[config.mk]
export PLATFORM = sky130hd
export DESIGN_NAME = key_entry_fsm
export DESIGN_NICKNAME = d
export VERILOG_FILES = /design/src/rtl/key_entry_fsm.sv
export SDC_FILE = /design/constraint.sdc
export NUM_CORES = 1
export LEC_CHECK = 0
export CORE_MARGIN = 5
export CORE_UTILIZATION = 45
export CTS_BUF_LIST = sky130_fd_sc_hd__clkbuf_4 sky130_fd_sc_hd__clkbuf_8 sky130_fd_sc_hd__clkbuf_16
export DETAILED_ROUTE_END_ITERATION = 10
export GPL_TIMING_DRIVEN = 0
export PLACE_DENSITY_LB_ADDON = 0.1
export SETUP_SLACK_MARGIN = 0.02
export SYNTH_ARGS = -nofsm -noshare
export SYNTH_HDL_FRONTEND = slang
export SYNTH_SLANG_ARGS = --single-unit
[constraint.sdc]
create_clock -name clk -period 9.3 [get_ports clk]
set_clock_uncertainty 0.1 [all_clocks]
set_input_delay 1.86 -clock clk [delete_from_list [all_inputs] [get_ports clk]]
set_output_delay 1.86 -clock clk [all_outputs]
set_load 0.05 [all_outputs]
[src/rtl/key_entry_fsm.sv]
// Calculator keypad entry controller: collects up to DIGITS BCD digits for two
// operands around an operator key and converts both to binary on '='.
module key_entry_fsm #(
  parameter int DIGITS = 3,
  parameter int W      = 16
) (
  input  logic                  clk,
  input  logic                  reset,
  input  logic [3:0]            num,
  input  logic [3:0]            symbol,
  input  logic                  key,
  output logic [W-1:0]          src,
  output logic [W-1:0]          dst,
  output logic [7:0]            alu_op,
  output logic                  finish,
  output logic                  num_display,
  output logic [4*DIGITS-1:0]   digits_a,
  output logic [4*DIGITS-1:0]   digits_b,
  output logic [1:0]            state_dbg
);

  localparam int CW = (DIGITS < 2) ? 1 : $clog2(DIGITS + 1);
  localparam logic [CW-1:0] CNT_ONE = CW'(1);
  localparam logic [CW-1:0] CNT_MAX = CW'(DIGITS);

  localparam logic [3:0] SYM_DIGIT = 4'hF;
  localparam logic [3:0] SYM_EQ    = 4'h4;
  localparam logic [3:0] SYM_BS    = 4'h7;
  localparam logic [3:0] SYM_CLR   = 4'h8;

  typedef enum logic [1:0] {IDLE, FIRST, OPER, SECOND} state_t;

  state_t                state, state_n;
  logic [CW-1:0]         cnt_a, cnt_a_n, cnt_b, cnt_b_n;
  logic [4*DIGITS-1:0]   digits_a_n, digits_b_n;
  logic [W-1:0]          src_n, dst_n;
  logic [7:0]            alu_op_n;
  logic                  finish_n, num_display_n;

  logic key_q, key_armed, key_ev;
  logic is_digit, is_op;
  logic [7:0] op_code;

  function automatic logic [4*DIGITS-1:0] shift_in(input logic [4*DIGITS-1:0] x,
                                                    input logic [3:0] d);
    logic [4*DIGITS-1:0] r;
    r      = x << 4;
    r[3:0] = d;
    return r;
  endfunction

  function automatic logic [W-1:0] bcd_to_bin(input logic [4*DIGITS-1:0] x);
    logic [W-1:0] acc;
    acc = '0;
    for (int i = DIGITS - 1; i >= 0; i--)
      acc = (acc << 3) + (acc << 1) + W'(x[4*i +: 4]);
    return acc;
  endfunction

  // key_armed blocks a key still held across reset until it is seen low once.
  always_ff @(posedge clk or negedge reset) begin
    if (!reset) begin
      key_q     <= 1'b0;
      key_armed <= 1'b0;
      key_ev    <= 1'b0;
    end else begin
      key_q  <= key;
      key_ev <= key & ~key_q & key_armed;
      if (!key) key_armed <= 1'b1;
    end
  end

  always_comb begin
    op_code = 8'h00;
    is_op   = 1'b1;
    case (symbol)
      4'h1:    op_code = 8'h01;
      4'h2:    op_code = 8'h02;
      4'h3:    op_code = 8'h04;
      4'h5:    op_code = 8'h08;
      4'h6:    op_code = 8'h10;
      default: is_op   = 1'b0;
    endcase
    is_digit = (symbol == SYM_DIGIT) && (num <= 4'd9);
  end

  always_ff @(posedge clk or negedge reset) begin
    if (!reset) begin
      state       <= IDLE;
      cnt_a       <= '0;
      cnt_b       <= '0;
      digits_a    <= '0;
      digits_b    <= '0;
      src         <= '0;
      dst         <= '0;
      alu_op      <= 8'h00;
      finish      <= 1'b0;
      num_display <= 1'b0;
    end else begin
      state       <= state_n;
      cnt_a       <= cnt_a_n;
      cnt_b       <= cnt_b_n;
      digits_a    <= digits_a_n;
      digits_b    <= digits_b_n;
      src         <= src_n;
      dst         <= dst_n;
      alu_op      <= alu_op_n;
      finish      <= finish_n;
      num_display <= num_display_n;
    end
  end

  // finish is a one-cycle valid strobe for src/dst/alu_op; there is no ready,
  // the consumer must capture the result in the cycle finish is high.
  always_comb begin
    state_n       = state;
    cnt_a_n       = cnt_a;
    cnt_b_n       = cnt_b;
    digits_a_n    = digits_a;
    digits_b_n    = digits_b;
    src_n         = src;
    dst_n         = dst;
    alu_op_n      = alu_op;
    finish_n      = 1'b0;
    num_display_n = num_display;

    if (key_ev) begin
      if (symbol == SYM_CLR) begin
        state_n       = IDLE;
        cnt_a_n       = '0;
        cnt_b_n       = '0;
        digits_a_n    = '0;
        digits_b_n    = '0;
        alu_op_n      = 8'h00;
        num_display_n = 1'b0;
      end else begin
        case (state)
          IDLE: begin
            if (is_digit) begin
              digits_a_n    = shift_in('0, num);
              digits_b_n    = '0;
              alu_op_n      = 8'h00;
              cnt_a_n       = CNT_ONE;
              cnt_b_n       = '0;
              num_display_n = 1'b0;
              state_n       = FIRST;
            end
          end
          FIRST: begin
            if (is_digit) begin
              if (cnt_a < CNT_MAX) begin
                digits_a_n = shift_in(digits_a, num);
                cnt_a_n    = cnt_a + CNT_ONE;
              end
            end else if (is_op) begin
              alu_op_n = op_code;
              state_n  = OPER;
            end else if (symbol == SYM_BS) begin
              digits_a_n = digits_a >> 4;
              cnt_a_n    = cnt_a - CNT_ONE;
              if (cnt_a == CNT_ONE) state_n = IDLE;
            end
          end
          OPER: begin
            if (is_op) begin
              alu_op_n = op_code;
            end else if (symbol == SYM_BS) begin
              alu_op_n = 8'h00;
              state_n  = FIRST;
            end else if (is_digit) begin
              digits_b_n    = shift_in('0, num);
              cnt_b_n       = CNT_ONE;
              num_display_n = 1'b1;
              state_n       = SECOND;
            end
          end
          SECOND: begin
            if (is_digit) begin
              if (cnt_b < CNT_MAX) begin
                digits_b_n = shift_in(digits_b, num);
                cnt_b_n    = cnt_b + CNT_ONE;
              end
            end else if (symbol == SYM_BS) begin
              digits_b_n = digits_b >> 4;
              cnt_b_n    = cnt_b - CNT_ONE;
              if (cnt_b == CNT_ONE) begin
                num_display_n = 1'b0;
                state_n       = OPER;
              end
            end else if (symbol == SYM_EQ) begin
              src_n    = bcd_to_bin(digits_a);
              dst_n    = bcd_to_bin(digits_b);
              finish_n = 1'b1;
              state_n  = IDLE;
            end
          end
          default: state_n = IDLE;
        endcase
      end
    end
  end

  assign state_dbg = state;

endmodule
==> results of run 1 <==
critical path, cell delays in order:
cell and delay [ns]:
clkdlybuf4s50_1 0.59, o21a_1 0.15, buf_2 0.22, nor3_1 0.11, o221ai_2 0.41, clkbuf_1 0.42
nand2_1 0.12, o31ai_2 0.07
stage by stage:
| stage | std cells | utilization | setup slack, ns | hold slack (ns) |
|---|---|---|---|---|
| final | 700 | 0.571 | 5.49 | 0.294 |
| after detailed placement | 684 | 0.550 | 5.16 | 0.288 |
| after global placement | 684 | 0.550 | 4.14 | 0.283 |
| after CTS | 700 | 0.571 | 5.51 | 0.298 |
| after global routing | 700 | 0.571 | 5.16 | 0.322 |
| after floorplan | 486 | - | 5.53 | 0.277 |
power by group:
group          leakage [nW]  internal (mW)  switching (mW)  total (mW)
combinational          1.68         0.0959           0.166       0.262
clock                 0.110          0.144           0.106       0.250
sequential            0.876          0.297          0.0227       0.320
total                  2.67          0.537           0.295       0.832
routing by layer:
layer  vias to the layer above  track usage
met4                         0       0.0677
li1                       1809            -
met2                        67        0.314
met3                        17       0.0384
met1                      1720        0.226
met5                         -            0
sequential cells by signal (all words and copies together), names as in the netlist:
| signal | flops |
|---|---|
| dst | 12 |
| num_display | 1 |
| src | 12 |
| state_dbg | 2 |
| finish | 1 |
| key_armed | 1 |
| alu_op | 5 |
| cnt_b | 2 |
| digits_a | 12 |
| cnt_a | 2 |
| key_q | 1 |
| digits_b | 12 |
| key_ev | 1 |
placed cells by master (no fill, tap or decap), types with 5 or more instances in the layout:
| master | n |
|---|---|
| a21o_1 | 9 |
| a21oi_1 | 20 |
| buf_4 | 15 |
| clkbuf_1 | 8 |
| clkbuf_8 | 11 |
| clkdlybuf4s50_1 | 64 |
| conb_1 | 11 |
| dfrtp_1 | 64 |
| fa_1 | 8 |
| ha_1 | 52 |
| inv_1 | 27 |
| mux2i_1 | 10 |
| nand2_1 | 90 |
| nor2_1 | 19 |
| o21a_1 | 9 |
| o21ai_0 | 36 |
| o21ai_1 | 5 |
| o31ai_1 | 14 |
| xnor2_1 | 13 |
| xor2_1 | 8 |
worst max-delay path by stage:
stage	slack, ns	endpoint	cells after the start	start
after detailed placement	5.16	digits_b[7]	8	num[3]
final	5.49	digits_b[7]	8	num[3]
after global placement	4.14	state_dbg[1]	1	reset
after CTS	5.51	digits_b[7]	8	num[3]
after global routing	5.16	dst[10]	14	digits_b[7]
after floorplan	5.53	dst[10]	13	digits_b[7]
layout make-up:
type                    instances  share of cell area
plain buffers                  29              0.0339
well taps                     133              0.0298
multi-input cells             366               0.478
inverters                      27              0.0182
clock inverters                 3             0.00718
clock buffers                  13              0.0298
flip-flops and latches         64               0.287
repair buffers                 65               0.116
kinds of logic (layout without fill, tap and decap cells):
| group | Yosys count | count (layout) | synth area share |
|---|---|---|---|
| buffers and inverters | 56 | 137 | 0.0642 |
| AOI/OAI and AO/OA | 115 | 115 | 0.169 |
| and+or+nand+nor | 141 | 141 | 0.148 |
| adders and majority gates | 60 | 60 | 0.179 |
| xor gates and xnor gates | 21 | 21 | 0.0407 |
| DFF | 64 | 64 | 0.354 |
| other | 1 | 11 | 0.000830 |
| muxes | 18 | 18 | 0.0437 |
==> results.md, run 1 <==
- Setup Buffers After CTS: 0
- Clock Latency Late Sink: between 0.3 and 0.4 ns
- FFs w/ async S/R, synth: 1.00
- Core area: between 9000 and 10000 µm²
- H-tree depth: 3
- FF+latch count, synth: 64
- Hold buffer count at cts: 0
- Syn_area_per_cell: 9.50 µm²
- Row count: 36
- Least-Margin Pin Slew: 0.812 ns
- EDFF count, synth: 0
- Vias/cell: 5.16
- Total power: 0.832 mW
- Top FF cell, synth: dfrtp_1
- Setup TNS: 0 ns
- Critical Path RT: approximately 9.5 ns
- PwrDens: 149 nW/µm²
- Min Tclk post-route: 3.81 ns
- Remaining global-route overflow: 0
- Synthesized area: between 4000 and 5000 µm²
- Type of the worst setup path: in2reg
- Maxcap violations: 0
- Initial Utilization: 0.462
- Largest net degree at the start of global routing: between 60 and 70
- Top cells by count, synth: nand2_1 (90), dfrtp_1 (64), ha_1 (52)
- Die Span X: roughly 110 µm
- Final GP Congestion: 0.807
- First-pass GRT wire length: 17.5 mm
- Routed wire per std cell: 14.7 µm
- Clock transition at path regs: 0.07 ns
- Cts repair resizes: 0
- Synth cell types: 60
- Count leader, synth: nand2_1
- Timing-limited maximum frequency: 263 MHz
- WL final: 10.3 mm
- Root Driver: clkbuf_8
- Hold Crit Endpoint: key_ev
- GRT Total Usage: 0.183
- CP Launch Type: input pin
- DRC: 0
- Mapped Cells: around 480
- Fin. max-slew vios: 0
- Synthesis-to-finish area growth: 23.4%
- Reg2Reg Setup Slack: 5.55 ns
- Main area contributors after synthesis: dfrtp_1 (35%), ha_1 (14%), nand2_1 (7.5%)
- Hold Violations, Final: 0
- Filler cell count: 923
- Critical Path Sink Type: register
- DIE HEIGHT: 110 µm
- LEAKAGE: 2.67 nW
- Share of cells above drive strength 1: 0.101
- Post-synth top area share: 0.354
- Run status: complete, no violations
- Headroom to the max-slew limit: 0.458
- Die area: between 10000 and 15000 µm²
- Clock tree buffer depth: 2
- CTS buffer count: 9
- Io pins: 79
- Hold path cells: 1
- CTS tree: yes
- Reg-to-Reg Start: digits_b[7]
- Placed cell areas: 5370 µm²
- Setup violations, final: 0
- Storage element area: 1600 µm²
- Final period util: 0.410
- Met3 wire len: about 430 µm
- CP arrival: 3.96 ns
- Post-route ant nets: 0
- Met1 wire length: roughly 4.6 mm
- # diodes: 0
- Dpl hpwl: between 7 and 8 mm
- R2R Path End: dst[10]
- Register area share after synthesis: 0.354
- CP max FO: 10
- Worst hold path class: reg2reg
- DR vias: 3613
- IO buf count: 65
- Max IR drop VDD: between 0.1 and 0.15 mV
- DR iter-0 viols: 120
- Area of the multi-input gates: 2670 µm²
- Drt pass-1 iters: 4
- Vias in the first global route: 3759
- Final instance area: 5580 µm²
- Highest routed layer: met4
- # nets final: 633
- Clk sinks: 64
- Hold wc startpoint: key_q
- Met2 WL: 5.12 mm
- Reg2Reg Depth: 14
- Ys Warns: 0
- Antenna violations before repair: 0
- Area leader, netlist: dfrtp_1
- RSZ-0062 raised after global routing: no
Note: power is estimated with default switching activity, not from simulation.
==> inputs of run 2 (changes only) <==
==> constraint.sdc (replaced) <==
create_clock -name clk -period 3.59 [get_ports clk]
set_clock_uncertainty 0.1 [all_clocks]
set_input_delay 0.718 -clock clk [delete_from_list [all_inputs] [get_ports clk]]
set_output_delay 0.718 -clock clk [all_outputs]
set_load 0.05 [all_outputs]
==> results.md, run 2 (synthesis results as in run 1) <==
- Run status: complete, no violations
- Gr busiest metal: met2
- M3 GR Usage: 0.0338 (-0.00466)
- Met2 usage in global routing: 0.304 (-0.00997)
- Share of cells above drive strength 1: 0.181 (+0.0807)
- Final GP Congestion: 0.791 (-2.0%)
- DP Cell Count: 684 (unchanged)
- Most frequent cells in the layout: nand2_1 (88), clkdlybuf4s50_1 (64), dfrtp_1 (56)
- H-tree depth: 3 (unchanged)
- # nets final: 640 (+1.1%)
- Maxcap violations: 0 (unchanged)
- Placed cell areas: 5380 µm² (+0.19%)
- Final setup margin: 0.134 ns (-5.36 ns)
- Die Span X: 110 µm (unchanged)
- Fin. max-slew vios: 0 (unchanged)
- DRC: 0 (unchanged)
- Clock tree buffer depth: 2 (unchanged)
- # diodes: 0 (unchanged)
- Critical Path Sink Type: register
- Type of the worst setup path: reg2reg
- Critical Path RT: 3.70 ns (-5.75 ns)
- First-pass GRT wire length: 17.0 mm (-2.3%)
- Headroom to the max-slew limit: 0.462 (+0.00322)
- Remaining global-route overflow: 0 (unchanged)
- CP arrival: 3.56 ns (-0.40 ns)
- Clock transition at path regs: 0.08 ns (about the same)
- Vias/cell: 5.19 (+0.60%)
- Crit path max-delay family: adder cells
- Worst hold path class: reg2reg
- CTS buffer count: 9 (unchanged)
- DIE HEIGHT: 110 µm (unchanged)
- Initial Utilization: 0.462 (unchanged)
- GRT Total Usage: 0.177 (-0.00583)
- Drt pass-1 iters: 4 (unchanged)
- CP max stage delay: 0.61 ns (+0.02 ns)
- CP max FO: 4 (-6)
- Worst-path cell chain: fa_2, buf_6, ha_4, a21o_1, a21oi_2, xnor2_2, ha_1, ha_4, buf_4, nand2_1, o211ai_1, a21oi_1, xor2_1, o21ai_1
- Max IR drop VDD: 0.456 mV (+220%)
- Root Driver: clkbuf_8
- DR iter-0 viols: 166 (+38%)
- Synthesis-to-finish area growth: 29.2%
- Total power: 2.14 mW (+160%)
- IO buf count: 65 (unchanged)
- Worst path most repeated cell: ha_4
- Final core utilization: 0.597 (+0.0266)
- Critical-path top delay cell: fa_2
- Antenna violations before repair: 0 (unchanged)
- Dpl hpwl: 7.90 mm (-0.74%)
- Timing-limited maximum frequency: 289 MHz
- Row count: 36 (unchanged)
- DR vias: 3671 (+1.6%)
- GR Layer Usage met1: 0.229 (+0.00319)
- Setup violations, final: 0 (unchanged)
- PwrDens: 366 nW/µm² (+150%)
- Pre-CTS WS: -0.118 ns (-5.28 ns)
- Largest net degree at the start of global routing: 65 (unchanged)
- LEAKAGE: 2.74 nW (+2.6%)
- Setup TNS: 0 ns (unchanged)
- CTS tree: yes
- Filler cell count: 891 (-3.5%)
- Die area: 12200 µm² (unchanged)
- Post-route ant nets: 0 (unchanged)
- Layout Cells excl Fill: 707 (+1.0%)
- Core area: 9770 µm² (unchanged)
- Routed wire per std cell: 14.9 µm (+1.4%)
- WL final: 10.5 mm (+2.4%)
- Hold buffer count at cts: 0 (unchanged)
- Least-Margin Pin Slew: 0.808 ns (-0.00483 ns)
- Most common cell after layout, fill and taps aside: nand2_1
- Final instance area: 5840 µm² (+4.7%)
- Clock Latency Late Sink: 0.34 ns (about the same)
- Clk sinks: 64 (unchanged)
- CP Launch Type: register
- Hold Violations, Final: 0 (unchanged)
- Min Tclk post-route: 3.46 ns
- Final period util: 0.963
- Io pins: 79 (unchanged)
- Final hold slack: 0.292 ns (-0.00157 ns)
- CP bufs+invs: 2 (-1)
- Vias in the first global route: 3614 (-3.9%)
run 2: cell types whose count changed in the layout (fill, tap and decap cells not counted), moves of 4 or more:
cell     previous run  this run
dfrtp_1            64        56
ha_4                0         8
buf_4              15        21
dfrtp_2             0         8
ha_1               52        43
o21ai_0            36        32
a21oi_2             0         4
a21oi_1            20        16
run 2: routing by layer:
metal | part of all wire | wire (µm)
met5 | 0 | 0
met4 | 0.011 | 121
met3 | 0.041 | 432
met2 | 0.51 | 5330
met1 | 0.44 | 4660
run 2: power by group:
group / switching [mW] / total (mW) / leakage (nW) / internal (mW)
sequential: 0.0584 / 0.828 / 0.863 / 0.770
combinational: 0.428 / 0.678 / 1.77 / 0.249
clock: 0.277 / 0.629 / 0.107 / 0.352
run 2: path summary, 6_finish.rpt:
path	to	cells past startpoint	start	slack, ns
hold / removal	key_ev	1	key_q	0.29
setup reg to reg	src[8]	14	digits_a[8]	0.13
max in group asynchronous	digits_b[8]	1	reset	2.43
hold reg to reg	key_ev	1	key_q	0.29
min in group asynchronous	src[10]	1	reset	0.36
setup / recovery	src[8]	14	digits_a[8]	0.13
run 2: worst reg2reg max path: stages, from the launching register on:
cell and delay, ns:
dfrtp_2 0.45, fa_2 0.61, buf_6 0.11, ha_4 0.19
a21o_1 0.21, a21oi_2 0.18, xnor2_2 0.10, ha_1 0.34
ha_4 0.24, buf_4 0.14, nand2_1 0.09, o211ai_1 0.15
a21oi_1 0.19, xor2_1 0.16, o21ai_1 0.07
run 2: timing repair:
action,in CTS,in global routing
endpoints found under the setup margin,5,8
gates resized for setup,7,31
pin swaps,5,27
gates cloned,0,0
buffers inserted,4,3
run 2: cell type report:
cell class              instances  area (µm²)  share of cell area
multi-input cells             366        2870               0.491
flip-flops and latches         64        1610               0.276
repair buffers                 72         704               0.121
plain buffers                  29         189              0.0324
well taps                     133         166              0.0285
clock buffers                  12         153              0.0261
inverters                      27         101              0.0174
clock inverters                 4        45.0             0.00771
==> inputs of run 3 (changes only) <==
--- a/config.mk
+++ b/config.mk
@@ -6,7 +6,7 @@
 export NUM_CORES = 1
 export LEC_CHECK = 0
 export CORE_MARGIN = 5
-export CORE_UTILIZATION = 45
+export CORE_UTILIZATION = 54
 export CTS_BUF_LIST = sky130_fd_sc_hd__clkbuf_4 sky130_fd_sc_hd__clkbuf_8 sky130_fd_sc_hd__clkbuf_16
 export DETAILED_ROUTE_END_ITERATION = 10
 export GPL_TIMING_DRIVEN = 0
==> results.md, run 3 (synthesis results as in run 1) <==
- IO buf count: 65 (unchanged)
- Final hold slack: 0.0620 ns (-0.230 ns)
- Worst hold path class: in2async
- Core area: 8180 µm² (-16%)
- Critical Path Sink Type: register
- Dpl hpwl: 7.97 mm (+0.87%)
- # diodes: 0 (unchanged)
- Critical-path top delay cell: fa_1
- NetSw: 0.776 mW (+1.6%)
- Type of the worst setup path: reg2reg
- CP max stage delay: 0.46 ns (-0.15 ns)
- Least-Margin Pin Slew: 0.707 ns (-0.100 ns)
- Die Span X: 101 µm (-7.9%)
- Routed wire per std cell: 15.6 µm (+4.7%)
- Die area: 10300 µm² (-15%)
- Root Driver: clkbuf_8
- Timing-limited maximum frequency: 287 MHz (-0.93%)
- Vias/cell: 5.43 (+4.7%)
- WL final: 10.6 mm (+0.96%)
- Int Power: 1.44 mW (+5.1%)
- # nets final: 643 (+0.47%)
- Clock transition at path regs: 0.07 ns (about the same)
- CP max FO: 4 (unchanged)
- Vias in the first global route: 3671 (+1.6%)
- DIE HEIGHT: 101 µm (-7.9%)
- Clock Power Share: 0.314 (+0.019)
- Max IR drop VDD: 0.309 mV (-32%)
- H-tree depth: 3 (unchanged)
- LEAKAGE: 2.73 nW (-0.34%)
- CP Launch Type: register
- Io pins: 79 (unchanged)
- Drt pass-1 iters: 4 (unchanged)
- Reg power frac: 0.375 (-0.013)
- Switch share: 0.350 (-0.00775)
- Clk sinks: 64 (unchanged)
- Critical Path RT: 3.70 ns (about the same)
- DRC: 0 (unchanged)
- Clock tree buffer depth: 2 (unchanged)
- Fin. max-slew vios: 0 (unchanged)
- CP arrival: 3.60 ns (+0.04 ns)
- Initial Utilization: 0.553 (+0.0905)
- Final instance area: 5830 µm² (-0.15%)
- First-pass GRT wire length: 17.5 mm (+2.7%)
- Remaining global-route overflow: 0 (unchanged)
- Synthesis-to-finish area growth: 29.0%
- Setup violations, final: 0 (unchanged)
- DR vias: 3706 (+0.95%)
- DR iter-0 viols: 121 (-27%)
- Share of cells above drive strength 1: 0.170 (-0.0113)
- Min Tclk post-route: 3.49 ns (+0.0324 ns)
- Filler cell count: 647 (-27%)
- Headroom to the max-slew limit: 0.528 (+0.0665)
- CP bufs+invs: 2 (unchanged)
- Layout Cells excl Fill: 682 (-3.5%)
- Clock Latency Late Sink: 0.35 ns (about the same)
- Antenna violations before repair: 0 (unchanged)
- Run status: complete, no violations
- Worst-path cell chain: inv_1, fa_1, fa_2, inv_1, a21o_1, a21oi_1, xnor2_1, ha_1, ha_4, o21a_1, o21a_1, o22ai_4, xor2_2, o21ai_1
- DP Cell Count: 658 (-3.8%)
- Hold buffer count at cts: 0 (unchanged)
- Post-route ant nets: 0 (unchanged)
- Placed cell areas: 5390 µm² (+0.19%)
- Final GP Congestion: 0.840 (+6.3%)
- Row count: 33 (-8.3%)
- Crit path max-delay family: adder cells
- CTS tree: yes
- RSZ-0062 raised after global routing: yes
- Most common cell after layout, fill and taps aside: nand2_1
- Maxcap violations: 0 (unchanged)
- Largest net degree at the start of global routing: 40 (-38%)
- Most frequent cells in the layout: nand2_1 (89), clkdlybuf4s50_1 (64), dfrtp_1 (56)
- CTS buffer count: 9 (unchanged)
- Logic pwr share: 0.311 (-0.006)
- Hold Violations, Final: 0 (unchanged)
- GRT Total Usage: 0.213 (+0.0367)
- PwrDens: 380 nW/µm² (+4.0%)
- Final period util: 0.972 (+0.00902)
==> run 3: cell count changes in the layout (fill, tap and decap cells not counted), moves of 2 or more <==
cell,before,now
ha_1,43,46
a21oi_1,16,18
a21oi_2,4,2
clkinv_2,3,1
clkinvlp_4,0,2
ha_4,8,6
xnor2_1,10,12
xnor2_2,3,1
==> run 3: layout make-up <==
type                    instances  area [µm²]  share of cell area
plain buffers                  29         189              0.0324
clock buffers                  11         145              0.0249
clock inverters                 5        80.1              0.0137
inverters                      27         101              0.0174
multi-input cells             366        2820               0.483
flip-flops and latches         64        1610               0.276
well taps                     105         131              0.0225
repair buffers                 75         753               0.129
==> run 3: worst paths after layout <==
check	from	cells past startpoint	end	slack, ns
min reg2reg	key_q	1	key_ev	0.30
max in group asynchronous	reset	3	digits_a[6]	2.71
min	reset	1	src[8]	0.06
max	digits_b[8]	14	dst[10]	0.10
max reg2reg	digits_b[8]	14	dst[10]	0.10
min in group clk	key_q	1	key_ev	0.30
==> run 3: metal layers <==
layer,wire length [µm],global-route usage,vias to the layer above
met5,0,0,-
met4,127,0.0613,0
met3,408,0.0455,13
met2,5380,0.366,81
met1,4720,0.272,1786
li1,-,-,1826
==> run 3: power by group through the flow <==
stage / clock network (mW) / registers, mW / logic, mW
CTS: 0.705 / 0.829 / 0.692
global placement: 0 / 0.841 / 0.666
detailed placement: 0 / 0.843 / 0.683
finish: 0.697 / 0.831 / 0.690
global route: 0.739 / 0.835 / 0.752
floorplan: 0 / 0.956 / 0.369
==> run 3: stage by stage <==
step	setup WS [ns]	power (mW)	TNS, ns	util
floorplan	0.0107	1.33	0	-
global placement	-0.570	1.51	-23.28	0.654
detailed placement	-0.169	1.53	-0.191	0.660
CTS	-0.0464	2.23	-0.0464	0.694
global route	-0.0468	2.33	-0.0809	0.713
finish	0.102	2.22	0	0.713
==> run 3: repair_timing <==
action / 4_1_cts / 5_1_grt
endpoints found under the setup margin: 3 / 8
resized for setup: 7 / 21
pin swaps: 4 / 18
setup buffers: 3 / 5
